[config.mk]
export PLATFORM = sky130hd
export DESIGN_NAME = alu_steuerwerk
export DESIGN_NICKNAME = d
export VERILOG_FILES = /design/src/rtl/alu_steuerwerk.sv
export SDC_FILE = /design/constraint.sdc
export NUM_CORES = 1
export LEC_CHECK = 0
export ABC_AREA = 1
export CAP_MARGIN = 0
export CELL_PAD_IN_SITES_DETAIL_PLACEMENT = 0
export CELL_PAD_IN_SITES_GLOBAL_PLACEMENT = 1
export CORE_AREA = 2 2 165 103
export DETAILED_ROUTE_END_ITERATION = 16
export DIE_AREA = 0 0 167 105
export GPL_TIMING_DRIVEN = 0
export PLACE_DENSITY = 0.86
export SYNTH_ARGS = -nofsm -noshare
export SYNTH_HDL_FRONTEND = slang
export SYNTH_SLANG_ARGS = --single-unit
[constraint.sdc]
create_clock -name Clock -period 8.1 [get_ports Clock]
set_input_delay 0.81 -clock Clock [delete_from_list [all_inputs] [get_ports Clock]]
set_output_delay 0.81 -clock Clock [all_outputs]
set_load 0.03 [all_outputs]
[src/rtl/alu_steuerwerk.sv]
// ALU issue and writeback controller: accepts one request over valid/ready,
// issues it to the ALU with a one-cycle start pulse, waits for completion
// (guarded by a watchdog) and presents the result toward writeback.
module alu_steuerwerk #(
  parameter int MAX_TAKTE   = 64,  // legal range 2..255
  parameter int ZIEL_BREITE = 5
) (
  input  logic                   Clock,
  input  logic                   Reset,
  input  logic                   AuftragGueltig,
  output logic                   AuftragBereit,
  input  logic [31:0]            AuftragDaten1,
  input  logic [31:0]            AuftragDaten2,
  input  logic [5:0]             AuftragFunktionsCode,
  input  logic [ZIEL_BREITE-1:0] AuftragZiel,
  output logic [31:0]            Daten1,
  output logic [31:0]            Daten2,
  output logic [5:0]             FunktionsCode,
  output logic                   StartSignal,
  input  logic                   HatFertigGerechnet,
  input  logic [31:0]            Ergebnis,
  output logic                   ErgebnisGueltig,
  input  logic                   ErgebnisBereit,
  output logic [31:0]            ErgebnisDaten,
  output logic [ZIEL_BREITE-1:0] ErgebnisZiel,
  output logic                   Zeitueberschreitung
);

  // One-hot encoding: each handshake output decodes to a single state flop,
  // so AuftragBereit, StartSignal and ErgebnisGueltig are glitch-free and
  // have no combinational path from any input.
  typedef enum logic [3:0] {
    LEERLAUF = 4'b0001,
    START    = 4'b0010,
    WARTEN   = 4'b0100,
    AUSGABE  = 4'b1000
  } zustandTyp;

  localparam logic [7:0] ZAEHLER_ENDE = 8'(MAX_TAKTE - 1);

  zustandTyp  zustand;
  zustandTyp  naechsterZustand;
  logic [7:0] waechterZaehler;
  logic       annahme;
  logic       fertig;
  logic       abgelaufen;

  // Qualified events; the completion flag only counts while waiting, which
  // also discards the stale flag the ALU shows during START.
  assign annahme    = (zustand == LEERLAUF) && AuftragGueltig;
  assign fertig     = (zustand == WARTEN) && HatFertigGerechnet;
  assign abgelaufen = (zustand == WARTEN) && !HatFertigGerechnet &&
                      (waechterZaehler == ZAEHLER_ENDE);

  // State register.
  // NOTE: clocked state uses non-blocking assignments so every flop samples
  // the pre-edge values regardless of process evaluation order.
  always_ff @(posedge Clock or posedge Reset) begin
    if (Reset) zustand <= LEERLAUF;
    else       zustand <= naechsterZustand;
  end

  // Next-state logic; completion wins over timeout because fertig is tested first.
  // NOTE: the default assignment at the top keeps every path assigned, so no
  // latch is inferred when a branch does not change the state.
  always_comb begin
    naechsterZustand = zustand;
    unique case (zustand)
      LEERLAUF: if (annahme)                naechsterZustand = START;
      START:                                naechsterZustand = WARTEN;
      WARTEN:   if (fertig || abgelaufen)   naechsterZustand = AUSGABE;
      AUSGABE:  if (ErgebnisBereit)         naechsterZustand = LEERLAUF;
      default:                              naechsterZustand = LEERLAUF;
    endcase
  end

  // Handshake outputs decoded from the registered state.
  always_comb begin
    AuftragBereit   = (zustand == LEERLAUF);
    StartSignal     = (zustand == START);
    ErgebnisGueltig = (zustand == AUSGABE);
  end

  // Operand capture; the ALU inputs stay frozen until the next acceptance.
  // NOTE: every datapath register is reset, so a mid-operation reset leaves
  // no stale operands on the ALU bus or stale result toward writeback.
  always_ff @(posedge Clock or posedge Reset) begin
    if (Reset) begin
      Daten1        <= '0;
      Daten2        <= '0;
      FunktionsCode <= '0;
      ErgebnisZiel  <= '0;
    end else if (annahme) begin
      Daten1        <= AuftragDaten1;
      Daten2        <= AuftragDaten2;
      FunktionsCode <= AuftragFunktionsCode;
      ErgebnisZiel  <= AuftragZiel;
    end
  end

  // Watchdog: cleared in START, counts idle WARTEN cycles, saturates at the limit.
  always_ff @(posedge Clock or posedge Reset) begin
    if (Reset) begin
      waechterZaehler <= '0;
    end else if (zustand == START) begin
      waechterZaehler <= '0;
    end else if ((zustand == WARTEN) && !HatFertigGerechnet &&
                 (waechterZaehler != ZAEHLER_ENDE)) begin
      waechterZaehler <= waechterZaehler + 8'd1;
    end
  end

  // Result capture: ALU result on completion, zero plus timeout flag on abort.
  always_ff @(posedge Clock or posedge Reset) begin
    if (Reset) begin
      ErgebnisDaten       <= '0;
      Zeitueberschreitung <= 1'b0;
    end else if (fertig) begin
      ErgebnisDaten       <= Ergebnis;
      Zeitueberschreitung <= 1'b0;
    end else if (abgelaufen) begin
      ErgebnisDaten       <= '0;
      Zeitueberschreitung <= 1'b1;
    end
  end

endmodule

After elaboration in Yosys (flattened, before gate mapping)

Cells that the tools add are included.

Word-level logic and storage cells: 38
Register bits: 120

Reductions and logical operators: 10
Mux-type cells: 10
Add/subtract/negate cells: 1
Equal/unequal tests: 9

Operators by type and width:

| kind                                                             | count |
|---|---|
| 32-bit 2-to-1 mux                                                | 2 |
| 8-bit 2-to-1 mux                                                 | 2 |
| 4-bit case mux with 4 select lines                               | 1 |
| 4-bit 2-to-1 mux                                                 | 3 |
| 8-bit by 1-bit adder with 8-bit output (second input constant)   | 1 |
| 8-bit by 6-bit == test with 1-bit output (second input constant) | 1 |
| 8-bit by 6-bit != test with 1-bit output (second input constant) | 1 |
| 2-bit by 1-bit != test with 1-bit output (second input constant) | 3 |
| 1-bit logical AND                                                | 5 |
| 4-bit by 1-bit == test with 1-bit output (second input constant) | 1 |
| 4-bit by 2-bit == test with 1-bit output (second input constant) | 1 |
| 4-bit by 3-bit == test with 1-bit output (second input constant) | 1 |
| 4-bit == test (second input constant)                            | 1 |
| 2-bit nonzero test                                               | 2 |
| 3-bit AND reduction                                              | 1 |
| 1-bit 2-to-1 mux                                                 | 2 |
| 1-bit logical NOT                                                | 1 |
| 1-bit logical OR                                                 | 1 |

Longest topological paths before layout

Gate-level depths: netlist of the first run.

Depth in word-level cells: 6
Mapped depth: 8
Mapped depth without buffers: 8

Worst setup path before layout of the first run

OpenSTA, ideal clock, no wires.

Path type: register to output
From: register zustand[0]
To: output port AuftragBereit
Setup slack: 6169 ps
Cell stages (with the launch flop): 6
Arrival time: 1121 ps
Path through: dfstp_2 > inv_1 > nor2_1 > nand2_2 > buf_6 > inv_1

Word-level cells in the longest chain between the ends: 1

RTL lines:

| what                                     | line | source |
|---|---|---|
| start, declared                          | 41   | `zustandTyp zustand;` |
| start signal, assigned                   | 60   | `else zustand <= naechsterZustand;` |
| 4-bit by 1-bit == test with 1-bit output | 79   | `AuftragBereit = (zustand == LEERLAUF);` |
| end, declared                            | 11   | `output logic AuftragBereit,` |

Every way passes these cells.

Worst setup path in the final report of the first run

From: register zustand[3]
To: output port StartSignal

Word-level cells in the longest chain between the ends: 1

RTL lines:

| what                                     | line | source |
|---|---|---|
| 4-bit by 2-bit == test with 1-bit output | 80   | `StartSignal = (zustand == START);` |
| end, declared                            | 19   | `output logic StartSignal,` |

Every way passes these cells.

==> results.ini, run 1 <==
[sta]
finalHoldViolCount = 0
finalCritPeriodShare_pct = 37.38
layout_min_cycle_time_ns = 3.028
setup_slack_ns = 5.072
setup_viol = 0
slew_headroom_pct = 65.25
rsz0062_at_grt = no
clock.fmax_mhz = 330.3
fin_tns_setup_ns = 0
whs_ns = 0.4805
fin_skew_ns = 0.01368
slew_violations = 0
worst_slew_pin_slew_ns = 0.5213

[critical_path]
cp_max_fo = 8
end_kind = output port
cp.arrival_ns = 2.22
ff2ff_path_depth = 7
path_cells = nor2_1, nand3_1, inv_2, clkdlybuf4s50_1
max_stage_delay_ns = 0.71
r2r_start = zustand[0]
reg2reg_slack_ns = 6.49
crit_type = register to output port
cp.required_ns = 7.29
reg2reg_to = Daten2[11]
crit_slowest_cell = clkdlybuf4s50_1
cp-start-kind = register

[global_route]
grt_pass1_vias = 4723
antenna_found_initial = 0
grt_usage_pct = 17.84
grt_pass1_wl_um = 24810
grt_max_degree = 76
overflow = 0

[final_layout]
drive_gt1_share_pct = 8.222
areaGrowthSynthToFinish_pct = 62.69
nets = 927
fin_cells = 1036
diodes = 0
layout_common_cells = 250 x nand2_1, 222 x clkdlybuf4s50_1, 119 x dfrtp_1, 69 x o21ai_0, 44 x nand3_1
layout_commonest_cell = nand2_1

[routing]
totalWireLength_um = 15310
wl_per_cell_um = 14.78
drt_iter0_drc = 306
final_antenna_net_count = 0
first_pass_iters = 4
num_vias = 4669
drc_errors = 0
via_per_inst = 4.507

[clocking]
htreeDepth = 4
post_cts_buffers = 0
post_cts_resized = 0
cts_tree = yes
holdBufCountCts = 0
cts.sinks = 120
clk_path_buf_depth = 2
cts_made_buffers = 17
root_buffer = clkbuf_16
clkTransAtPathRegs_ns = 0.06
clock_latency_ns = 0.41

[hold_path]
hold_start = ErgebnisZiel[3]
hold_depth = 2
hp-class = register to register
min_to = ErgebnisZiel[3]

[synthesis]
ys_types = 25
synthArstFlopShare_pct = 100.0
yosysWarnings = 0
synth_edf_count = 0
synth_seq_cells = 120
synth_top_cell_area_share_pct = 59.20
synth_area_per_cell_um2 = 8.793
ys.flop_type = dfrtp_1
syn-num-nets = 685
ys_seq_area_share_pct = 59.73
syn_inst = 572
synth_area_leaders = dfrtp_1 59%, nand2_1 19%, o21ai_0 6.9%
synth_top_area_cell = dfrtp_1
syn_area_um2 = 5030

[placement]
dpl.cell_count = 1004
pre_cts_ws_ns = 5.479
gp_congestion = 0.7795
dp_hpwl_um = 11160
numPortBuffers = 222

[pwr]
power_density_nw_per_um2 = 435.6
power.leakage_uw = 0.003863
vdd_ir_drop_max_uv = 232.7
power.total_uw = 3565

[floorplanning]
ioPinCount = 223
die_h_um = 105
coreArea_um2 = 15900
row_count = 36
die_w_um = 167
dieArea_um2 = 17540
start_util_pct = 31.63

[job]
maxCapViolCount = 0

[outcome]
outcome = completed

-- logic make-up after synthesis --
group / after synthesis / synth area share [%]
AO/OA/AOI/OAI: 78 / 7.836
XOR/XNOR: 2 / 0.3483
buffers and inverters: 52 / 5.746
adder cells (fa/ha/maj): 1 / 0.2487
flip-flops: 120 / 59.73
AND/OR/NAND/NOR: 319 / 26.09
-- metrics by stage --
step / util [%] / instance area, µm²
6_report: 51.46 / 8183
4_1_cts: 51.46 / 8183
2_1_floorplan: - / 5030
3_3_place_gp: 47.25 / 7513
3_5_place_dp: 47.46 / 7546
5_1_grt: 51.46 / 8183
-- per-layer routing --
layer	share of wire, %	global-route usage [%]
met5	0	0
met4	0.68	4.002
met3	8.8	7.689
met2	43	26.43
met1	48	24.13
-- power by group --
group          leakage [µW]  internal (µW)  switching, µW
logic               0.00205            677           1050
clock network      0.000296            527            290
registers           0.00152            877            141
-- worst max-delay path by stage --
stage | from | slack [ns] | endpoint
2_1_floorplan | Reset | 4.11 | Daten1[0]
3_3_place_gp | Reset | 2.15 | Daten1[8]
3_5_place_dp | zustand[3] | 5.48 | StartSignal
4_1_cts | zustand[3] | 5.05 | StartSignal
5_1_grt | zustand[3] | 4.93 | StartSignal
6_report | zustand[3] | 5.07 | StartSignal
-- registers in the layout, summed over array words and instances (netlist names) --
name                 cells
Daten1                  32
Daten2                  32
ErgebnisDaten           32
waechterZaehler          8
FunktionsCode            6
ErgebnisZiel             5
zustand                  4
Zeitueberschreitung      1
-- area by class of cell --
type / instances / area [µm²]
buffer: 33 / 217.7
clock buffer: 19 / 442.9
clock inverter: 13 / 193.9
fill: 1544 / 7717
inverter: 19 / 76.32
multi-input combinational: 400 / 1737
sequential: 120 / 3004
tap: 209 / 261.5
timing repair buffer: 223 / 2250
-- synthesized netlist by cell type (2+ instances only) --
cell      instances
o21ai_1           8
xor2_1            2
clkbuf_1         12
inv_1            14
buf_2             4
clkbuf_2          2
nor2_1           12
dfrtp_1         119
nor2_2            2
nand3_1          44
buf_6            10
nand4_1           3
buf_4             3
o21ai_0          69
buf_1             2
nand2_1         250
inv_2             5
nor2_4            4
-- worst max-delay path, delay by kind of cell (launching register included) --
kind,cells,cell delay (ns)
buffers and inverters,2,0.91
and+or+nand+nor,2,0.51
DFF,1,0.40
(Power assumes the default switching activity.)
==> run 2: changes to the inputs <==
- CORE_AREA: 2 2 165 103 -> 2 2 180 111
- DIE_AREA: 0 0 167 105 -> 0 0 182 113
- PLACE_DENSITY: 0.86 -> 0.77
- clock period: 8.1 -> 2.7 ns (I/O delays scaled with it)
==> results.ini, run 2 (synthesis results as in run 1) <==
[final_layout]
layout_common_cells = 250 x nand2_1, 222 x clkdlybuf4s50_1, 119 x dfrtp_1, 69 x o21ai_0, 44 x nand3_1
fin_util_pct = 43.57  ; -7.9 points
multi_input_area_um2 = 1737  ; unchanged
largestRegisters = Daten1: 32 flops, Daten2: 32 flops, ErgebnisDaten: 32 flops
fillCellCount = 1877  ; +22%
nets = 929  ; +0.22%
seq_area_um2 = 3004  ; unchanged
areaGrowthSynthToFinish_pct = 63.16
layout_commonest_cell = nand2_1
drive_gt1_share_pct = 8.323  ; +0.10 points
diodes = 0  ; unchanged

[global_route]
overflow = 0  ; unchanged
grt_pass1_vias = 4823  ; +2.1%
grt_pass1_wl_um = 25790  ; +3.9%
grt_usage_pct = 16.12  ; -1.7 points
grt_max_degree = 41  ; -46%
antenna_found_initial = 0  ; unchanged

[sta]
slew_headroom_pct = 64.17  ; -1.1 points
rsz0062_at_grt = no
finalHoldViolCount = 0  ; unchanged
layout_min_cycle_time_ns = 2.501
slew_violations = 0  ; unchanged
setup_viol = 0  ; unchanged
clock.fmax_mhz = 399.8
fin_skew_ns = 0.01128  ; -0.002398 ns
whs_ns = 0.2361  ; -0.2444 ns
worst_slew_pin_slew_ns = 0.5375  ; +0.01620 ns
setup_slack_ns = 0.1986  ; -4.874 ns
finalCritPeriodShare_pct = 92.65

[routing]
totalWireLength_um = 15790  ; +3.1%
num_vias = 4629  ; -0.86%
dr_wl_met2_um = 6508  ; -0.50%
wl_met3_um = 1352  ; +0.67%
wl_per_cell_um = 14.69  ; -0.59%
via_per_inst = 4.306  ; -4.5%
wl_met1_um = 7770  ; +6.1%
final_antenna_net_count = 0  ; unchanged
first_pass_iters = 4  ; unchanged
top_layer = met4
drt_iter0_drc = 252  ; -18%
drc_errors = 0  ; unchanged

[pwr]
p_clk_share_pct = 21.5  ; -1.4 points
p_comb_share_pct = 49.5  ; +1.0 points
switching_share_pct = 42.19  ; +0.56 points
p_int_uw = 6071  ; +190%
seq_power_share_pct = 29.0  ; +0.5 points
power_density_nw_per_um2 = 1280  ; +190%
vdd_ir_drop_max_uv = 654.2  ; +180%
power.switching_uw = 4432  ; +200%
power.leakage_uw = 0.003853  ; -0.25%

[clocking]
holdBufCountCts = 0  ; unchanged
clkTransAtPathRegs_ns = 0.06  ; about the same
clock_latency_ns = 0.41  ; about the same
post_cts_resized = 0  ; unchanged
cts.sinks = 120  ; unchanged
htreeDepth = 4  ; unchanged
cts_tree = yes
clk_path_buf_depth = 2  ; unchanged
root_buffer = clkbuf_16
cts_made_buffers = 17  ; unchanged
post_cts_buffers = 0  ; unchanged

[floorplanning]
row_count = 39  ; +8.3%
die_h_um = 113  ; +7.6%
ioPinCount = 223  ; unchanged
start_util_pct = 26.70  ; -4.9 points
coreArea_um2 = 18840  ; +18%
die_w_um = 182  ; +9.0%
dieArea_um2 = 20570  ; +17%

[critical_path]
crit_buf_inv = 2  ; unchanged
crit_family = buffers and inverters
cp.required_ns = 2.43  ; -4.86 ns
worstSetupPathDepth = 4  ; unchanged
cp_max_fo = 8  ; unchanged
path_cells = nor2_1, nand3_1, inv_2, clkdlybuf4s50_1
max_stage_delay_ns = 0.70  ; about the same
end_kind = output port
ff2ff_path_depth = 7  ; unchanged
cp.arrival_ns = 2.23  ; about the same
crit_type = register to output port
crit_slowest_cell = clkdlybuf4s50_1
cp-start-kind = register

[placement]
gp_congestion = 0.7488  ; -3.9%
numPortBuffers = 222  ; unchanged
dp_hpwl_um = 11680  ; +4.7%
pre_cts_ws_ns = 0.5994  ; -4.879 ns

[outcome]
outcome = completed

[job]
maxCapViolCount = 0  ; unchanged

[hold_path]
hp-class = input pin to async pin

[run 2: path summary, 6_finish.rpt]
kind / startpoint / endpoint / slack, ns
setup / recovery: zustand[3] / StartSignal / 0.20
hold / removal: Reset / Daten1[18] / 0.24
setup reg to reg: zustand[0] / Daten2[10] / 1.09
hold reg to reg: FunktionsCode[2] / FunktionsCode[2] / 0.48
max in group asynchronous: Reset / Daten2[7] / 1.69
min in group Clock: Ergebnis[16] / ErgebnisDaten[16] / 0.39
[run 2: worst reg2reg max path, delay by kind of cell (launching register included)]
family	cells	cell delay (ns)
buffers and inverters	3	0.44
AND/OR/NAND/NOR	3	0.33
flip-flops	1	0.53
AO/OA/AOI/OAI	1	0.19
[run 2: final cells by class]
type                       count  area share [%]
buffer                        33           2.653
tap                          246           3.751
clock inverter                11           1.494
timing repair buffer         225           27.81
inverter                      19          0.9148
multi-input combinational    400           21.16
sequential                   120           36.61
clock buffer                  21           5.611
[run 2: power by group through the flow]
stage,Clock (µW),Combinational (µW),Sequential (µW)
after detailed placement,0,5260,3070
after global placement,0,5230,3040
after CTS,2320,5270,3060
after global routing,2400,5600,3170
after floorplan,0,1330,4620
final,2260,5200,3050
[run 2: metrics by stage]
| stage | instance area [µm²] | total power, µW | TNS [ns] | cells |
|---|---|---|---|---|
| detailed placement | 7624 | 8331 | 0 | 1043 |
| CTS | 8207 | 10640 | 0 | 1075 |
| global route | 8207 | 11170 | 0 | 1075 |
| floorplan | 5034 | 5948 | 0 | 572 |
| global placement | 7564 | 8274 | -38.43 | 1040 |
| finish | 8207 | 10500 | 0 | 1075 |
[run 2: layer usage]
layer | track usage (%) | up-vias
met4 | 4.355 | 0
met3 | 6.888 | 16
met2 | 23.03 | 138
met5 | 0 | -
met1 | 22.29 | 2162
li1 | - | 2313
==> run 3: changes to the inputs <==
- CORE_AREA: 2 2 180 111 -> 2 2 128 155
- DIE_AREA: 0 0 182 113 -> 0 0 130 157
==> results.ini, run 3 (synthesis results as in run 1) <==
[global_route]
antenna_found_initial = 0  ; unchanged
grt_usage_pct = 15.15  ; -0.97 points
grt_pass1_wl_um = 24130  ; -6.4%
grt_pass1_vias = 4567  ; -5.3%
overflow = 0  ; unchanged
grt_max_degree = 40  ; -2.4%

[sta]
slew_violations = 0  ; unchanged
finalCritPeriodShare_pct = 93.03  ; +0.38 points
worst_slew_pin_slew_ns = 0.5834  ; +0.04585 ns
rsz0062_at_grt = no
finalHoldViolCount = 0  ; unchanged
clock.fmax_mhz = 398.1  ; -0.41%
whs_ns = 0.2760  ; +0.03987 ns
setup_viol = 0  ; unchanged
layout_min_cycle_time_ns = 2.512  ; +0.01029 ns
fin_skew_ns = 0.009338  ; -0.001940 ns
slew_headroom_pct = 61.03  ; -3.1 points

[critical_path]
end_kind = output port
reg2reg_slack_ns = 1.11  ; +0.02 ns
crit_type = register to output port
r2r_start = zustand[0]
cp-start-kind = register
cp.required_ns = 2.43  ; about the same
reg2reg_to = Daten2[5]
ff2ff_path_depth = 7  ; unchanged
cp.arrival_ns = 2.24  ; about the same
cp_max_fo = 8  ; unchanged

[final_layout]
fillCellCount = 1890  ; +0.69%
drive_gt1_share_pct = 8.203  ; -0.12 points
layout_commonest_cell = nand2_1
final_area_um2 = 8235  ; +0.35%
layout_common_cells = 250 x nand2_1, 222 x clkdlybuf4s50_1, 119 x dfrtp_1, 69 x o21ai_0, 44 x nand3_1
seq_area_um2 = 3004  ; unchanged
multi_input_area_um2 = 1737  ; unchanged
diodes = 0  ; unchanged
largestRegisters = Daten1: 32 flops, Daten2: 32 flops, ErgebnisDaten: 32 flops
areaGrowthSynthToFinish_pct = 63.73
nets = 929  ; unchanged

[placement]
numPortBuffers = 222  ; unchanged
gp_congestion = 0.7313  ; -2.3%
dp_hpwl_um = 11140  ; -4.6%
dpl_cell_area_um2 = 7636  ; +0.16%

[job]
maxCapViolCount = 0  ; unchanged

[hold_path]
hp-class = input pin to async pin

[clocking]
cts_tree = yes
cts_made_buffers = 17  ; unchanged
holdBufCountCts = 0  ; unchanged
clock_latency_ns = 0.41  ; about the same
clkTransAtPathRegs_ns = 0.05  ; about the same
clk_path_buf_depth = 2  ; unchanged
post_cts_resized = 0  ; unchanged
post_cts_buffers = 0  ; unchanged
root_buffer = clkbuf_16
htreeDepth = 4  ; unchanged
cts.sinks = 120  ; unchanged

[floorplanning]
row_count = 55  ; +41%
start_util_pct = 26.77  ; +0.069 points
coreArea_um2 = 18790  ; -0.26%
ioPinCount = 223  ; unchanged
dieArea_um2 = 20410  ; -0.76%
die_h_um = 157  ; +39%
die_w_um = 130  ; -29%

[outcome]
outcome = completed

[routing]
drt_iter0_drc = 197  ; -22%
drc_errors = 0  ; unchanged
num_vias = 4583  ; -0.99%
first_pass_iters = 5  ; +1
via_per_inst = 4.224  ; -1.9%
totalWireLength_um = 15220  ; -3.7%
wl_per_cell_um = 14.02  ; -4.5%
final_antenna_net_count = 0  ; unchanged

[pwr]
power.leakage_uw = 0.003861  ; +0.20%
power_density_nw_per_um2 = 1277  ; -0.25%
vdd_ir_drop_max_uv = 529.9  ; -19%

==> run 3: layout make-up <==
type                            instances  share of cell area [%]
Clock buffer                           21                   5.469
Buffer                                 33                   2.644
Tap cell                              256                   3.889
Timing Repair Buffer                  225                   27.71
Sequential cell                       120                   36.48
Multi-Input combinational cell        400                   21.09
Inverter                               19                  0.9116
Clock inverter                         11                   1.808
==> run 3: report_power, final <==
part | switching [µW] | internal, µW
Clock | 825 | 1480
Combinational | 3130 | 2030
Sequential | 412 | 2630
==> run 3: worst max-delay path, stage by stage, from the launching register on <==
cell	delay (ns)
dfrtp_1	0.40
nor2_1	0.21
nand3_1	0.32
inv_2	0.21
clkdlybuf4s50_1	0.70
==> run 3: metal layers <==
metal | GRT usage [%] | vias up | part of all wire (%)
li1 | - | 2310 | -
met5 | 0 | - | 0
met4 | 4.506 | 0 | 1.4
met1 | 18.49 | 2093 | 43
met3 | 6.390 | 18 | 8.3
met2 | 24.38 | 162 | 47
==> run 3: worst max path at each step <==
stage / start / endpoint / slack (ns) / depth (start not counted)
after floorplan: Reset / Daten1[0] / 0.96 / 1
after global placement: Reset / Daten1[12] / -0.36 / 2
after detailed placement: zustand[0] / AuftragBereit / 0.61 / 6
after CTS: zustand[0] / AuftragBereit / 0.16 / 6
after global routing: zustand[0] / AuftragBereit / 0.02 / 6
final: zustand[3] / StartSignal / 0.19 / 4
==> run 3: per-stage QoR <==
step	instances	setup WS, ns	TNS [ns]	power, µW	utilization (%)
after floorplan	572	0.9615	0	5948	-
after global placement	1050	-0.3562	-41.41	8258	40.33
after detailed placement	1053	0.6061	0	8308	40.65
after CTS	1085	0.1590	0	10670	43.84
after global routing	1085	0.01610	0	11170	43.84
final	1085	0.1883	0	10510	43.84
